File: config.mk
export PLATFORM = sky130hd
export DESIGN_NAME = level_tracker_flat
export DESIGN_NICKNAME = d
export VERILOG_FILES = /design/src/rtl/tetris_pkg.sv /design/src/rtl/level_tracker_if.sv /design/src/rtl/bcd_add_sat.sv /design/src/rtl/level_tracker.sv /design/src/flat_wrapper.sv
export SDC_FILE = /design/constraint.sdc
export NUM_CORES = 1
export LEC_CHECK = 0
export CORE_MARGIN = 8
export CORE_UTILIZATION = 51
export CTS_CLUSTER_SIZE = 25
export DETAILED_ROUTE_END_ITERATION = 12
export HOLD_SLACK_MARGIN = 0.08
export PLACE_DENSITY = 0.83
export SKIP_CTS_REPAIR_TIMING = 1
export SYNTH_ARGS = -nofsm -noshare
export SYNTH_HDL_FRONTEND = slang
export SYNTH_SLANG_ARGS = --single-unit
File: constraint.sdc
create_clock -name clk_i -period 8.1 [get_ports clk_i]
set_clock_uncertainty 0.15 [all_clocks]
set_input_delay 2.025 -clock clk_i [delete_from_list [all_inputs] [get_ports clk_i]]
set_output_delay 2.025 -clock clk_i [all_outputs]
set_load 0.02 [all_outputs]
File: src/rtl/tetris_pkg.sv
// Shared types and constants for the scoring / level tracker: FSM states,
// BCD digit type, base-point table and default tuning values.
package tetris_pkg;

    typedef enum logic [1:0] {
        ST_IDLE,
        ST_ADD,
        ST_LINES,
        ST_LEVEL
    } state_t;

    typedef logic [3:0] bcd_digit_t;

    localparam int LINES_PER_LEVEL_DEF = 10;
    localparam int LEVEL_MAX_DEF       = 15;
    localparam int SCORE_DIGITS_DEF    = 6;

    // Base points per report, already in BCD so they feed the BCD adder directly
    localparam logic [15:0] BASE_PTS_1 = 16'h0040;
    localparam logic [15:0] BASE_PTS_2 = 16'h0100;
    localparam logic [15:0] BASE_PTS_3 = 16'h0300;
    localparam logic [15:0] BASE_PTS_4 = 16'h1200;

    function automatic logic lines_meaningful(input logic [2:0] n);
        return (n != 3'd0) && (n <= 3'd4);
    endfunction

    function automatic logic [15:0] base_points(input logic [2:0] n);
        logic [15:0] pts;
        case (n)
            3'd1:    pts = BASE_PTS_1;
            3'd2:    pts = BASE_PTS_2;
            3'd3:    pts = BASE_PTS_3;
            3'd4:    pts = BASE_PTS_4;
            default: pts = 16'h0000;
        endcase
        return pts;
    endfunction

endpackage

File: src/rtl/level_tracker_if.sv
// Line-clear report handshake between the playfield logic (master) and the
// level tracker (slave).
interface level_tracker_if;
    logic       clear_valid_i;
    logic [2:0] clear_lines_i;
    logic       clear_ready_o;

    modport master (
        output clear_valid_i,
        output clear_lines_i,
        input  clear_ready_o
    );

    modport slave (
        input  clear_valid_i,
        input  clear_lines_i,
        output clear_ready_o
    );
endinterface

File: src/rtl/bcd_add_sat.sv
// Combinational packed-BCD adder, digit 0 in the LSBs; a carry out of the top
// digit saturates the result to all 9s.
module bcd_add_sat
    import tetris_pkg::*;
#(
    parameter int DIGITS = SCORE_DIGITS_DEF
) (
    input  logic [4*DIGITS-1:0] a,
    input  logic [4*DIGITS-1:0] b,
    output logic [4*DIGITS-1:0] sum
);

    logic [4*DIGITS-1:0] raw;
    logic [4:0]          dsum;
    logic                carry;

    always_comb begin
        raw   = '0;
        dsum  = '0;
        carry = 1'b0;
        for (int i = 0; i < DIGITS; i++) begin
            dsum = 5'(a[4*i +: 4]) + 5'(b[4*i +: 4]) + 5'(carry);
            // Decimal adjust: skip the six unused codes 10..15
            if (dsum > 5'd9) begin
                dsum  = dsum + 5'd6;
                carry = 1'b1;
            end else begin
                carry = 1'b0;
            end
            raw[4*i +: 4] = bcd_digit_t'(dsum[3:0]);
        end
        sum = carry ? {DIGITS{4'h9}} : raw;
    end

endmodule

File: src/rtl/level_tracker.sv
// Scoring and level tracker: accumulates BCD score, lines and level from
// line-clear reports. Optional soft-drop points: define SOFT_DROP_POINTS_EN.
module level_tracker
    import tetris_pkg::*;
#(
    parameter int LINES_PER_LEVEL = LINES_PER_LEVEL_DEF,
    parameter int LEVEL_MAX       = LEVEL_MAX_DEF,
    parameter int SCORE_DIGITS    = SCORE_DIGITS_DEF
) (
    input  logic                      clk_i,
    input  logic                      rst_n_i,
    input  logic                      game_start_i,
`ifdef SOFT_DROP_POINTS_EN
    input  logic                      drop_i,
`endif
    level_tracker_if.slave            clr,
    output logic [4*SCORE_DIGITS-1:0] score_bcd_o,
    output logic [15:0]               lines_o,
    output logic [3:0]                level_o,
    output logic                      level_changed_o
);

    localparam int SW    = 4 * SCORE_DIGITS;
    // In-level count never exceeds LINES_PER_LEVEL-1 plus the largest report
    localparam int CNT_W = $clog2(LINES_PER_LEVEL + 4) + 1;
    localparam logic [CNT_W-1:0] LPL_C     = CNT_W'(LINES_PER_LEVEL);
    localparam logic [3:0]       LVL_MAX_C = 4'(LEVEL_MAX);

    state_t           state_q;
    logic [2:0]       n_q;
    logic [15:0]      base_q;
    logic [3:0]       iter_q;
    logic [SW-1:0]    score_q;
    logic [15:0]      lines_q;
    logic [3:0]       level_q;
    logic [CNT_W-1:0] inlvl_q;
    logic             level_up_q;
    logic             lvl_chg_q;

    logic             accept;
    logic [SW-1:0]    add_b;
    logic [SW-1:0]    score_sum;
    logic [CNT_W-1:0] inl_sum;

    function automatic logic [15:0] sat_lines(input logic [15:0] cur, input logic [2:0] n);
        logic [16:0] s;
        s = {1'b0, cur} + 17'(n);
        return s[16] ? 16'hFFFF : s[15:0];
    endfunction

    assign clr.clear_ready_o = (state_q == ST_IDLE);
    assign accept            = clr.clear_valid_i && (state_q == ST_IDLE);
    assign inl_sum           = inlvl_q + CNT_W'(n_q);

`ifdef SOFT_DROP_POINTS_EN
    logic drop_pend_q;
    logic drop_serve;

    // A report accepted this cycle wins; the pending point waits for next IDLE
    assign drop_serve = (state_q == ST_IDLE) && !clr.clear_valid_i && drop_pend_q;
    assign add_b      = (state_q == ST_ADD) ? SW'(base_q) : SW'(1);
`else
    assign add_b      = SW'(base_q);
`endif

    bcd_add_sat #(
        .DIGITS (SCORE_DIGITS)
    ) u_add (
        .a   (score_q),
        .b   (add_b),
        .sum (score_sum)
    );

    always_ff @(posedge clk_i or negedge rst_n_i) begin
        if (!rst_n_i) begin
            state_q    <= ST_IDLE;
            n_q        <= '0;
            base_q     <= '0;
            iter_q     <= '0;
            score_q    <= '0;
            lines_q    <= '0;
            level_q    <= '0;
            inlvl_q    <= '0;
            level_up_q <= 1'b0;
            lvl_chg_q  <= 1'b0;
`ifdef SOFT_DROP_POINTS_EN
            drop_pend_q <= 1'b0;
`endif
        end else if (game_start_i) begin
            state_q    <= ST_IDLE;
            n_q        <= '0;
            base_q     <= '0;
            iter_q     <= '0;
            score_q    <= '0;
            lines_q    <= '0;
            level_q    <= '0;
            inlvl_q    <= '0;
            level_up_q <= 1'b0;
            lvl_chg_q  <= 1'b0;
`ifdef SOFT_DROP_POINTS_EN
            drop_pend_q <= 1'b0;
`endif
        end else begin
            lvl_chg_q <= 1'b0;
`ifdef SOFT_DROP_POINTS_EN
            drop_pend_q <= drop_i || (drop_pend_q && !drop_serve);
`endif
            case (state_q)
                ST_IDLE: begin
                    // Out-of-range line counts are consumed without effect
                    if (accept && lines_meaningful(clr.clear_lines_i)) begin
                        n_q     <= clr.clear_lines_i;
                        base_q  <= base_points(clr.clear_lines_i);
                        iter_q  <= level_q;
                        state_q <= ST_ADD;
                    end
`ifdef SOFT_DROP_POINTS_EN
                    else if (drop_serve) begin
                        score_q <= score_sum;
                    end
`endif
                end
                ST_ADD: begin
                    // Award = base * (level+1) as level+1 successive additions
                    score_q <= score_sum;
                    if (iter_q == 4'd0) begin
                        state_q <= ST_LINES;
                    end else begin
                        iter_q <= iter_q - 4'd1;
                    end
                end
                ST_LINES: begin
                    lines_q <= sat_lines(lines_q, n_q);
                    if (inl_sum >= LPL_C) begin
                        inlvl_q    <= inl_sum - LPL_C;
                        level_up_q <= 1'b1;
                    end else begin
                        inlvl_q <= inl_sum;
                    end
                    state_q <= ST_LEVEL;
                end
                ST_LEVEL: begin
                    if (level_up_q && (level_q < LVL_MAX_C)) begin
                        level_q   <= level_q + 4'd1;
                        lvl_chg_q <= 1'b1;
                    end
                    level_up_q <= 1'b0;
                    state_q    <= ST_IDLE;
                end
                default: state_q <= ST_IDLE;
            endcase
        end
    end

    assign score_bcd_o     = score_q;
    assign lines_o         = lines_q;
    assign level_o         = level_q;
    assign level_changed_o = lvl_chg_q;

endmodule

File: src/flat_wrapper.sv
// flat-port wrapper written by rule: the top's interface ports become plain ports
module level_tracker_flat import tetris_pkg::*;
#(
    parameter int LINES_PER_LEVEL = LINES_PER_LEVEL_DEF,
    parameter int LEVEL_MAX       = LEVEL_MAX_DEF,
    parameter int SCORE_DIGITS    = SCORE_DIGITS_DEF
)
  (clk_i, rst_n_i, game_start_i, score_bcd_o, lines_o, level_o, level_changed_o, clr_clear_valid_i, clr_clear_lines_i, clr_clear_ready_o);
  level_tracker_if clr_i ();
  input  logic clk_i;
  input  logic rst_n_i;
  input  logic game_start_i;
  output logic [4*SCORE_DIGITS-1:0] score_bcd_o;
  output logic [15:0] lines_o;
  output logic [3:0] level_o;
  output logic level_changed_o;
  input wire logic [$bits(clr_i.clear_valid_i)-1:0] clr_clear_valid_i;
  input wire logic [$bits(clr_i.clear_lines_i)-1:0] clr_clear_lines_i;
  output wire logic [$bits(clr_i.clear_ready_o)-1:0] clr_clear_ready_o;
  assign clr_i.clear_valid_i = clr_clear_valid_i;
  assign clr_i.clear_lines_i = clr_clear_lines_i;
  assign clr_clear_ready_o = clr_i.clear_ready_o;
  level_tracker #(.LINES_PER_LEVEL(LINES_PER_LEVEL), .LEVEL_MAX(LEVEL_MAX), .SCORE_DIGITS(SCORE_DIGITS)) u_core (.clk_i(clk_i), .rst_n_i(rst_n_i), .game_start_i(game_start_i), .clr(clr_i), .score_bcd_o(score_bcd_o), .lines_o(lines_o), .level_o(level_o), .level_changed_o(level_changed_o));
endmodule
**After elaboration in Yosys (flattened, before gate mapping)**

Cells that the tools add are included.

- Register bits: 76
- Input port bits: 7
- Output and inout port bits: 46
- Logic and storage cells: 115

- Add/subtract/negate cells: 20
- Magnitude comparators: 9
- Equal/unequal tests: 11
- Muxes and demuxes: 45
- Reductions and logical operators: 20

Operators with widths:

| kind | number |
|---|---|
| 2-to-1 mux 16 bit | 6 |
| 2-to-1 mux 24 bit | 3 |
| case mux 13 bit (4 select lines) | 1 |
| 2-to-1 mux 4 bit | 12 |
| > comparator 5 x 4 -> 1 bit (second input constant) | 6 |
| adder 4 x 3 -> 4 bit (second input constant) | 6 |
| adder 4 x 4 -> 5 bit | 4 |
| adder 16 x 3 -> 17 bit | 1 |
| adder 5 x 1 -> 5 bit | 3 |
| 2-to-1 mux 5 bit | 3 |
| nonzero test 2 bit | 6 |
| 2-to-1 mux 1 bit | 11 |
| adder 4 x 1 -> 5 bit | 2 |
| 2-to-1 mux 3 bit | 3 |
| inequality test 3 x 2 -> 1 bit (second input constant) | 3 |
| nonzero test 3 bit | 3 |
| case mux 2 bit (4 select lines) | 1 |
| case mux 4 bit (2 select lines) | 1 |
| AND reduction 2 bit | 4 |
| equality test 3 x 2 -> 1 bit (second input constant) | 2 |
| 2-to-1 mux 2 bit | 3 |
| adder 5 x 3 -> 5 bit | 1 |
| greater-or-equal comparator 5 x 4 -> 1 bit (second input constant) | 1 |
| subtractor 5 x 4 -> 5 bit (second input constant) | 1 |
| other kinds (14) | 18 |

**Depth between registers and ports, before layout**

- Depth after elaboration: 21
- Depth in mapped cells: 38
- Gate-level depth less buffers: 37

**Hierarchy**

A second synthesis with hierarchy kept.

- Cell total of the unflattened synthesis: 526
- Area total of the unflattened synthesis: 4854.7 sq um

By module, submodules not included:

| module | times used | cells an instance | area an instance (sq um) | seq. area each (sq um) |
|---|---|---|---|---|
| level_tracker | 1 | 334 | 3397.0 | 1601.5 |
| bcd_add_sat | 1 | 192 | 1457.6 | 0.0 |

**Worst setup path after synthesis**

Ideal clock, no wire load.

- Kind: register to register
- From: reg u_core.score_q[1], in the netlist u_core.score_bcd_o[1]
- To: reg u_core.score_q[14], in the netlist u_core.score_bcd_o[14]
- Setup time: 78 ps
- Data arrival time: 7469 ps
- Required time: 7872 ps
- Path slack: 403 ps
- Cell stages (with the launch flop): 39
- Buffers on the path: 1
- Period minus slack after synthesis: 7697 ps
- Cells stage by stage: dfrtp_1 inv_1 ha_1 inv_1 ha_1 a31oi_1 a41oi_1 ha_1 ha_1 xnor2_1 nand2_1 a21oi_1 fa_1 inv_1 fa_1 xnor2_1 ha_1 nor2_1 (+3 left out) ha_1 nand2b_1 mux2i_1 nor2_1 ha_1 ha_1 nand2b_1 mux2i_1 nor2_1 ha_1 ha_1 nor2_1 a41oi_1 o22ai_1 nand2_1 buf_2 o32ai_1 o2bb2ai_1

- Word-level cells in the longest chain between the ends: 21
- Elaborated cells on any way between the ends: 23
- Classes of those cells: 7 x add/sub; 6 x order compare; 10 x mux

RTL lines:

| element | RTL line | text |
|---|---|---|
| from (decl) | level_tracker.sv:33 | `logic [SW-1:0] score_q;` |
| from (signal assigned) | level_tracker.sv:125 | `score_q <= score_sum;` |
| adder 4 x 4 -> 5 bit (*) | bcd_add_sat.sv:22 | `dsum = 5'(a[4*i +: 4]) + 5'(b[4*i +: 4]) + 5'(carry);` |
| > comparator 5 x 4 -> 1 bit (*) | bcd_add_sat.sv:24 | `if (dsum > 5'd9) begin` |
| 2-to-1 mux 1 bit (*) | bcd_add_sat.sv:24 |  |
| adder 5 x 1 -> 5 bit (*) | bcd_add_sat.sv:22 |  |
| > comparator 5 x 4 -> 1 bit (*) | bcd_add_sat.sv:24 |  |
| 2-to-1 mux 1 bit (*) | bcd_add_sat.sv:24 |  |
| adder 5 x 1 -> 5 bit (*) | bcd_add_sat.sv:22 |  |
| > comparator 5 x 4 -> 1 bit (*) | bcd_add_sat.sv:24 |  |
| (+5 left out) | n/a |  |
| > comparator 5 x 4 -> 1 bit | bcd_add_sat.sv:24 |  |
| 2-to-1 mux 1 bit | bcd_add_sat.sv:24 |  |
| adder 4 x 1 -> 5 bit | bcd_add_sat.sv:22 |  |
| > comparator 5 x 4 -> 1 bit | bcd_add_sat.sv:24 |  |
| 2-to-1 mux 1 bit | bcd_add_sat.sv:24 |  |
| 2-to-1 mux 24 bit (*) | bcd_add_sat.sv:32 | `sum = carry ? {DIGITS{4'h9}} : raw;` |
| 2-to-1 mux 24 bit (*) | level_tracker.sv:108 | `case (state_q)` |
| 2-to-1 mux 24 bit (*) | level_tracker.sv:89 | `end else if (game_start_i) begin` |

Every way passes the cells marked *; elsewhere a longest branch is shown, timed or not. The select of a mux whose other input is x is not followed.
A chain may end at the register's enable or synchronous reset.

**Worst setup path after layout**

- From: reg u_core.score_q[1], in the netlist u_core.score_bcd_o[1]
- To: reg u_core.score_q[4], in the netlist u_core.score_bcd_o[4]

- Word-level cells in the longest chain between the ends: 21
- Elaborated cells on any way between the ends: 23
- Classes of those cells: 7 x add/sub; 6 x order compare; 10 x mux

RTL lines:

| element | RTL line |
|---|---|
| adder 4 x 4 -> 5 bit (*) | bcd_add_sat.sv:22 |
| > comparator 5 x 4 -> 1 bit (*) | bcd_add_sat.sv:24 |
| 2-to-1 mux 1 bit (*) | bcd_add_sat.sv:24 |
| adder 5 x 1 -> 5 bit (*) | bcd_add_sat.sv:22 |
| > comparator 5 x 4 -> 1 bit | bcd_add_sat.sv:24 |
| 2-to-1 mux 1 bit | bcd_add_sat.sv:24 |
| adder 5 x 1 -> 5 bit | bcd_add_sat.sv:22 |
| > comparator 5 x 4 -> 1 bit | bcd_add_sat.sv:24 |
| (+5 left out) | n/a |
| > comparator 5 x 4 -> 1 bit | bcd_add_sat.sv:24 |
| 2-to-1 mux 1 bit | bcd_add_sat.sv:24 |
| adder 4 x 1 -> 5 bit | bcd_add_sat.sv:22 |
| > comparator 5 x 4 -> 1 bit | bcd_add_sat.sv:24 |
| 2-to-1 mux 1 bit | bcd_add_sat.sv:24 |
| 2-to-1 mux 24 bit (*) | bcd_add_sat.sv:32 |
| 2-to-1 mux 24 bit (*) | level_tracker.sv:108 |
| 2-to-1 mux 24 bit (*) | level_tracker.sv:89 |

Marks and branches as above.

==> metrics.txt <==
# TYPE chip_impl_metric gauge
chip_impl_info{name="run_status",value="completed"} 1
chip_impl_metric{name="wirelength",unit="um"} 10400
chip_impl_metric{name="max_incr_delay_on_cp",unit="ns"} 0.45
chip_impl_info{name="critPathSlowestCell",value="sky130_fd_sc_hd__fa_1"} 1
chip_impl_metric{name="critical_path.max_fanout",unit=""} 7
chip_impl_metric{name="num_rows",unit=""} 33
chip_impl_metric{name="synth_area_per_cell",unit="um^2"} 9.17
chip_impl_metric{name="drt_drc_violations_left",unit=""} 0
chip_impl_metric{name="number_of_global_route_vias_before_repair",unit=""} 3489
chip_impl_metric{name="setup-tns-final",unit="ns"} 0
chip_impl_info{name="worst_setup_path_end_kind",value="register"} 1
chip_impl_metric{name="pin_count",unit=""} 53
chip_impl_metric{name="fmax",unit="MHz"} 129
chip_impl_metric{name="worst_slew_margin_rel",unit="%"} 19.1
chip_impl_metric{name="min_path_cells",unit=""} 1
chip_impl_metric{name="finalWorstPathRequiredPeriod",unit="ns"} 7.73
chip_impl_metric{name="post_synth_num_cell_types",unit=""} 56
chip_impl_metric{name="max-cap-violations",unit=""} 0
chip_impl_info{name="clockRootBuffer",value="sky130_fd_sc_hd__clkbuf_8"} 1
chip_impl_metric{name="wl_met2",unit="um"} 5300
chip_impl_metric{name="insertion_delay",unit="ns"} 0.35
chip_impl_metric{name="postSynthNetCount",unit=""} 497
chip_impl_metric{name="grt_max_degree",unit=""} 65
chip_impl_metric{name="netlist.area_leader.share",unit="%"} 38.5
chip_impl_info{name="worst_min_delay_path_class",value="reg -> reg"} 1
chip_impl_metric{name="width_of_the_die",unit="um"} 106
chip_impl_metric{name="start_util",unit="%"} 51.7
chip_impl_metric{name="routabilityCongestion",unit=""} 0.919
chip_impl_metric{name="total_switching_power",unit="mW"} 0.406
chip_impl_metric{name="maxSlewViolCount",unit=""} 0
chip_impl_metric{name="final_net_count",unit=""} 555
chip_impl_metric{name="timing.final.ws_setup",unit="ns"} 0.374
chip_impl_metric{name="io_buffer_count",unit=""} 52
chip_impl_metric{name="clockBufferDepth",unit=""} 2
chip_impl_metric{name="final_design_area_no_fill",unit="mm^2"} 0.00507
chip_impl_metric{name="synth_seq_cells",unit=""} 64
chip_impl_metric{name="comb_power_share",unit="%"} 35.0
chip_impl_metric{name="dpl-instance-area",unit="mm^2"} 0.00473
chip_impl_metric{name="buffers_and_inverters_on_the_worst_path",unit=""} 5
chip_impl_metric{name="gr-usage-all-layers",unit="%"} 18.3
chip_impl_metric{name="required",unit="ns"} 8.20
chip_impl_metric{name="final.period_utilization",unit="%"} 95.4
chip_impl_metric{name="reg2reg_depth",unit=""} 37
chip_impl_metric{name="yosys_warns",unit=""} 0
chip_impl_info{name="cts_tree",value="yes"} 1
chip_impl_metric{name="dp_hpwl",unit="um"} 7060
chip_impl_metric{name="synth_edf_count",unit=""} 0
chip_impl_metric{name="vias",unit=""} 3646
chip_impl_metric{name="tritoncts_num_sinks",unit=""} 64
chip_impl_metric{name="final_layout_size_suffix_gt1_share",unit="%"} 11.6
chip_impl_metric{name="leakage",unit="nW"} 2.19
chip_impl_metric{name="ff2ff_setup_slack",unit="ns"} 0.37
chip_impl_metric{name="antenna_left",unit=""} 0
chip_impl_metric{name="register_share_of_total_power",unit="%"} 37.7
chip_impl_metric{name="antenna_violations_before_repair",unit=""} 0
chip_impl_metric{name="viasPerCell",unit=""} 5.86
chip_impl_metric{name="worst-path-stages",unit=""} 37
chip_impl_info{name="critical_path.most_common_cell",value="sky130_fd_sc_hd__ha_1"} 1
chip_impl_metric{name="pre_cts_ws",unit="ns"} -0.140
chip_impl_metric{name="drt_iter0_drc",unit=""} 240
chip_impl_metric{name="cell_internal_pwr",unit="mW"} 0.668
chip_impl_metric{name="design.die.area",unit="mm^2"} 0.0113
chip_impl_info{name="criticalPathCategory",value="reg -> reg"} 1
chip_impl_metric{name="ys_seq_area_share",unit="%"} 38.5
chip_impl_metric{name="wire_length_of_the_first_global_routing_pass",unit="um"} 17000
chip_impl_metric{name="syn-instance-count",unit=""} 454
chip_impl_metric{name="timing_worst_slew_pin_value",unit="ns"} 1.21
chip_impl_metric{name="firstDrtPassIters",unit=""} 4
chip_impl_metric{name="routedWlPerCell",unit="um"} 16.8
chip_impl_metric{name="core",unit="mm^2"} 0.00805
chip_impl_metric{name="worst_endpoint_data_arrival_time",unit="ns"} 7.83
chip_impl_metric{name="sw_frac_of_total",unit="%"} 37.8
chip_impl_info{name="worstSetupStartpointType",value="register"} 1
chip_impl_metric{name="chipHeight",unit="um"} 106
chip_impl_metric{name="irDropWorstVdd",unit="mV"} 0.123
chip_impl_info{name="top_flip_flop_cell_by_instance_count_after_synthesis",value="sky130_fd_sc_hd__dfrtp_1"} 1
chip_impl_metric{name="clock_power_share",unit="%"} 27.3
chip_impl_info{name="synth_area_leader_cell",value="sky130_fd_sc_hd__dfrtp_1"} 1
chip_impl_metric{name="gr-total-overflow",unit=""} 0
chip_impl_metric{name="power_density",unit="mW/mm^2"} 212
chip_impl_metric{name="asyncSetResetFlopFracSynth",unit="%"} 100
chip_impl_metric{name="timing.final.setup_violations",unit=""} 0
chip_impl_info{name="synthTopCellsByArea",value="sky130_fd_sc_hd__dfrtp_1 (38%), sky130_fd_sc_hd__ha_1 (9.3%), sky130_fd_sc_hd__nor2_1 (5.8%)"} 1
chip_impl_metric{name="cts.htree.levels",unit=""} 3
chip_impl_metric{name="synthesis.area",unit="mm^2"} 0.00416
chip_impl_metric{name="flow.area_growth_from_synthesis",unit="%"} 21.8
chip_impl_metric{name="clkTransAtPathRegs",unit="ns"} 0.08
chip_impl_metric{name="wl_met1",unit="um"} 4470
chip_impl_metric{name="detailroute.wirelength.met3",unit="um"} 462
chip_impl_info{name="topRoutingLayerUsed",value="met4"} 1
chip_impl_metric{name="cts-buffers-inserted",unit=""} 9
chip_impl_metric{name="antenna_cells",unit=""} 0
chip_impl_info{name="critical_path.top_delay_family",value="adder cells"} 1
chip_impl_metric{name="final_hold_viol_count",unit=""} 0
[worst paths after layout]
check	startpoint	to
worst max-delay path	u_core.score_bcd_o[1]	u_core.score_bcd_o[4]
worst min-delay path	u_core.base_q[6]	u_core.base_q[6]
worst max register to register	u_core.score_bcd_o[1]	u_core.score_bcd_o[4]
worst min register to register	u_core.base_q[6]	u_core.base_q[6]
max in group asynchronous	rst_n_i	u_core.level_o[0]
min in group asynchronous	rst_n_i	u_core.lines_o[13]
[power by group through the flow]
stage                     combinational, mW  sequential (mW)  clock (mW)
final                                 0.376            0.404       0.293
after global routing                  0.416            0.412       0.311
after CTS                             0.369            0.404       0.296
after detailed placement              0.368            0.409           0
after global placement                0.354            0.408           0
after floorplan                       0.234            0.425           0
[cell usage in the layout, fill, tap and decap left out, types with 4 or more instances in the layout]
| master | n |
|---|---|
| sky130_fd_sc_hd__a31oi_1 | 13 |
| sky130_fd_sc_hd__a21o_1 | 5 |
| sky130_fd_sc_hd__o21ai_0 | 23 |
| sky130_fd_sc_hd__a211oi_1 | 10 |
| sky130_fd_sc_hd__and3_1 | 4 |
| sky130_fd_sc_hd__xor2_1 | 6 |
| sky130_fd_sc_hd__nand3_1 | 12 |
| sky130_fd_sc_hd__a311oi_2 | 4 |
| sky130_fd_sc_hd__nor3_1 | 18 |
| sky130_fd_sc_hd__fa_1 | 5 |
| sky130_fd_sc_hd__clkbuf_8 | 11 |
| sky130_fd_sc_hd__buf_4 | 12 |
| sky130_fd_sc_hd__xnor2_1 | 11 |
| sky130_fd_sc_hd__ha_1 | 26 |
| sky130_fd_sc_hd__nand2_1 | 33 |
| sky130_fd_sc_hd__a21oi_1 | 17 |
| sky130_fd_sc_hd__inv_1 | 32 |
| sky130_fd_sc_hd__a22o_1 | 4 |
| sky130_fd_sc_hd__o22ai_1 | 5 |
| sky130_fd_sc_hd__mux2i_1 | 11 |
| sky130_fd_sc_hd__a311oi_1 | 4 |
| sky130_fd_sc_hd__nor2_1 | 61 |
| sky130_fd_sc_hd__clkdlybuf4s50_1 | 50 |
| sky130_fd_sc_hd__dfrtp_1 | 64 |
| sky130_fd_sc_hd__ha_2 | 4 |
| sky130_fd_sc_hd__nor2b_1 | 7 |
[synth_stat cells (4+ instances only)]
master                     number
sky130_fd_sc_hd__a311oi_2       4
sky130_fd_sc_hd__dfrtp_1       64
sky130_fd_sc_hd__nor2b_1        8
sky130_fd_sc_hd__a21o_1         5
sky130_fd_sc_hd__nor3_1        18
sky130_fd_sc_hd__fa_1           5
sky130_fd_sc_hd__nor2_1        64
sky130_fd_sc_hd__inv_1         32
sky130_fd_sc_hd__buf_6          4
sky130_fd_sc_hd__clkbuf_1       8
sky130_fd_sc_hd__xnor2_1       12
sky130_fd_sc_hd__and3_1         4
sky130_fd_sc_hd__xor2_1         6
sky130_fd_sc_hd__a31oi_1       13
sky130_fd_sc_hd__mux2i_1       11
sky130_fd_sc_hd__nand2_1       34
sky130_fd_sc_hd__ha_1          31
sky130_fd_sc_hd__nand3_1       12
sky130_fd_sc_hd__o21ai_0       23
sky130_fd_sc_hd__a211oi_1      12
sky130_fd_sc_hd__a21oi_1       18
sky130_fd_sc_hd__a311oi_1       4
sky130_fd_sc_hd__o22ai_1        6
sky130_fd_sc_hd__a22o_1         4
[sequential cells by signal, indices dropped and copies added, names as in the netlist]
register,count
u_core.iter_q,4
u_core.level_up_q,1
u_core.state_q,2
u_core.score_bcd_o,24
u_core.level_changed_o,1
u_core.base_q,4
u_core.n_q,3
u_core.level_o,4
u_core.inlvl_q,5
u_core.lines_o,16
[kinds of logic (layout without fill, tap and decap cells)]
logic type / Yosys count / after routing / synth area share, %
adder cells (fa/ha/maj): 36 / 36 / 11.7
flip-flops: 64 / 64 / 38.5
AND/OR/NAND/NOR: 162 / 162 / 18.5
AO/OA/AOI/OAI: 114 / 114 / 19.4
multiplexers: 11 / 11 / 2.65
XOR/XNOR: 18 / 18 / 3.79
buffers and inverters: 49 / 112 / 5.47
[through the flow]
| stage | hold slack, ns | std cells | power (mW) | utilization (%) |
|---|---|---|---|---|
| CTS | 0.352 | 614 | 1.07 | 61.3 |
| global placement | 0.317 | 598 | 0.762 | 58.7 |
| floorplan | 0.300 | 454 | 0.659 | - |
| detailed placement | 0.337 | 598 | 0.777 | 58.7 |
| finish | 0.347 | 622 | 1.07 | 63.0 |
| global route | 0.372 | 622 | 1.14 | 63.0 |
[worst register-to-register path, delay by kind of cell (launching register included)]
family / cells / cell delay [ns]
AND/OR/NAND/NOR: 7 / 0.74
flip-flops: 1 / 0.42
buffers and inverters: 5 / 0.47
XOR/XNOR: 2 / 0.41
multiplexers: 2 / 0.45
AO/OA/AOI/OAI: 8 / 1.55
adder cells (fa/ha/maj): 13 / 3.41
[final cells by class]
type / instances / area (um^2)
repair buffers: 64 / 601
fillers: 660 / 2980
clock buffers: 11 / 151
inverters: 32 / 120
multi-input cells: 341 / 2410
well taps: 105 / 131
flip-flops and latches: 64 / 1600
clock inverters: 5 / 55.1
[per-layer routing]
layer  global-route usage, %  vias up
met1                    22.6     1783
li1                        -     1743
met4                    6.53        0
met2                    30.9       99
met3                    3.87       21
met5                       0        -
No activity file was read; power rests on OpenSTA's default activity.
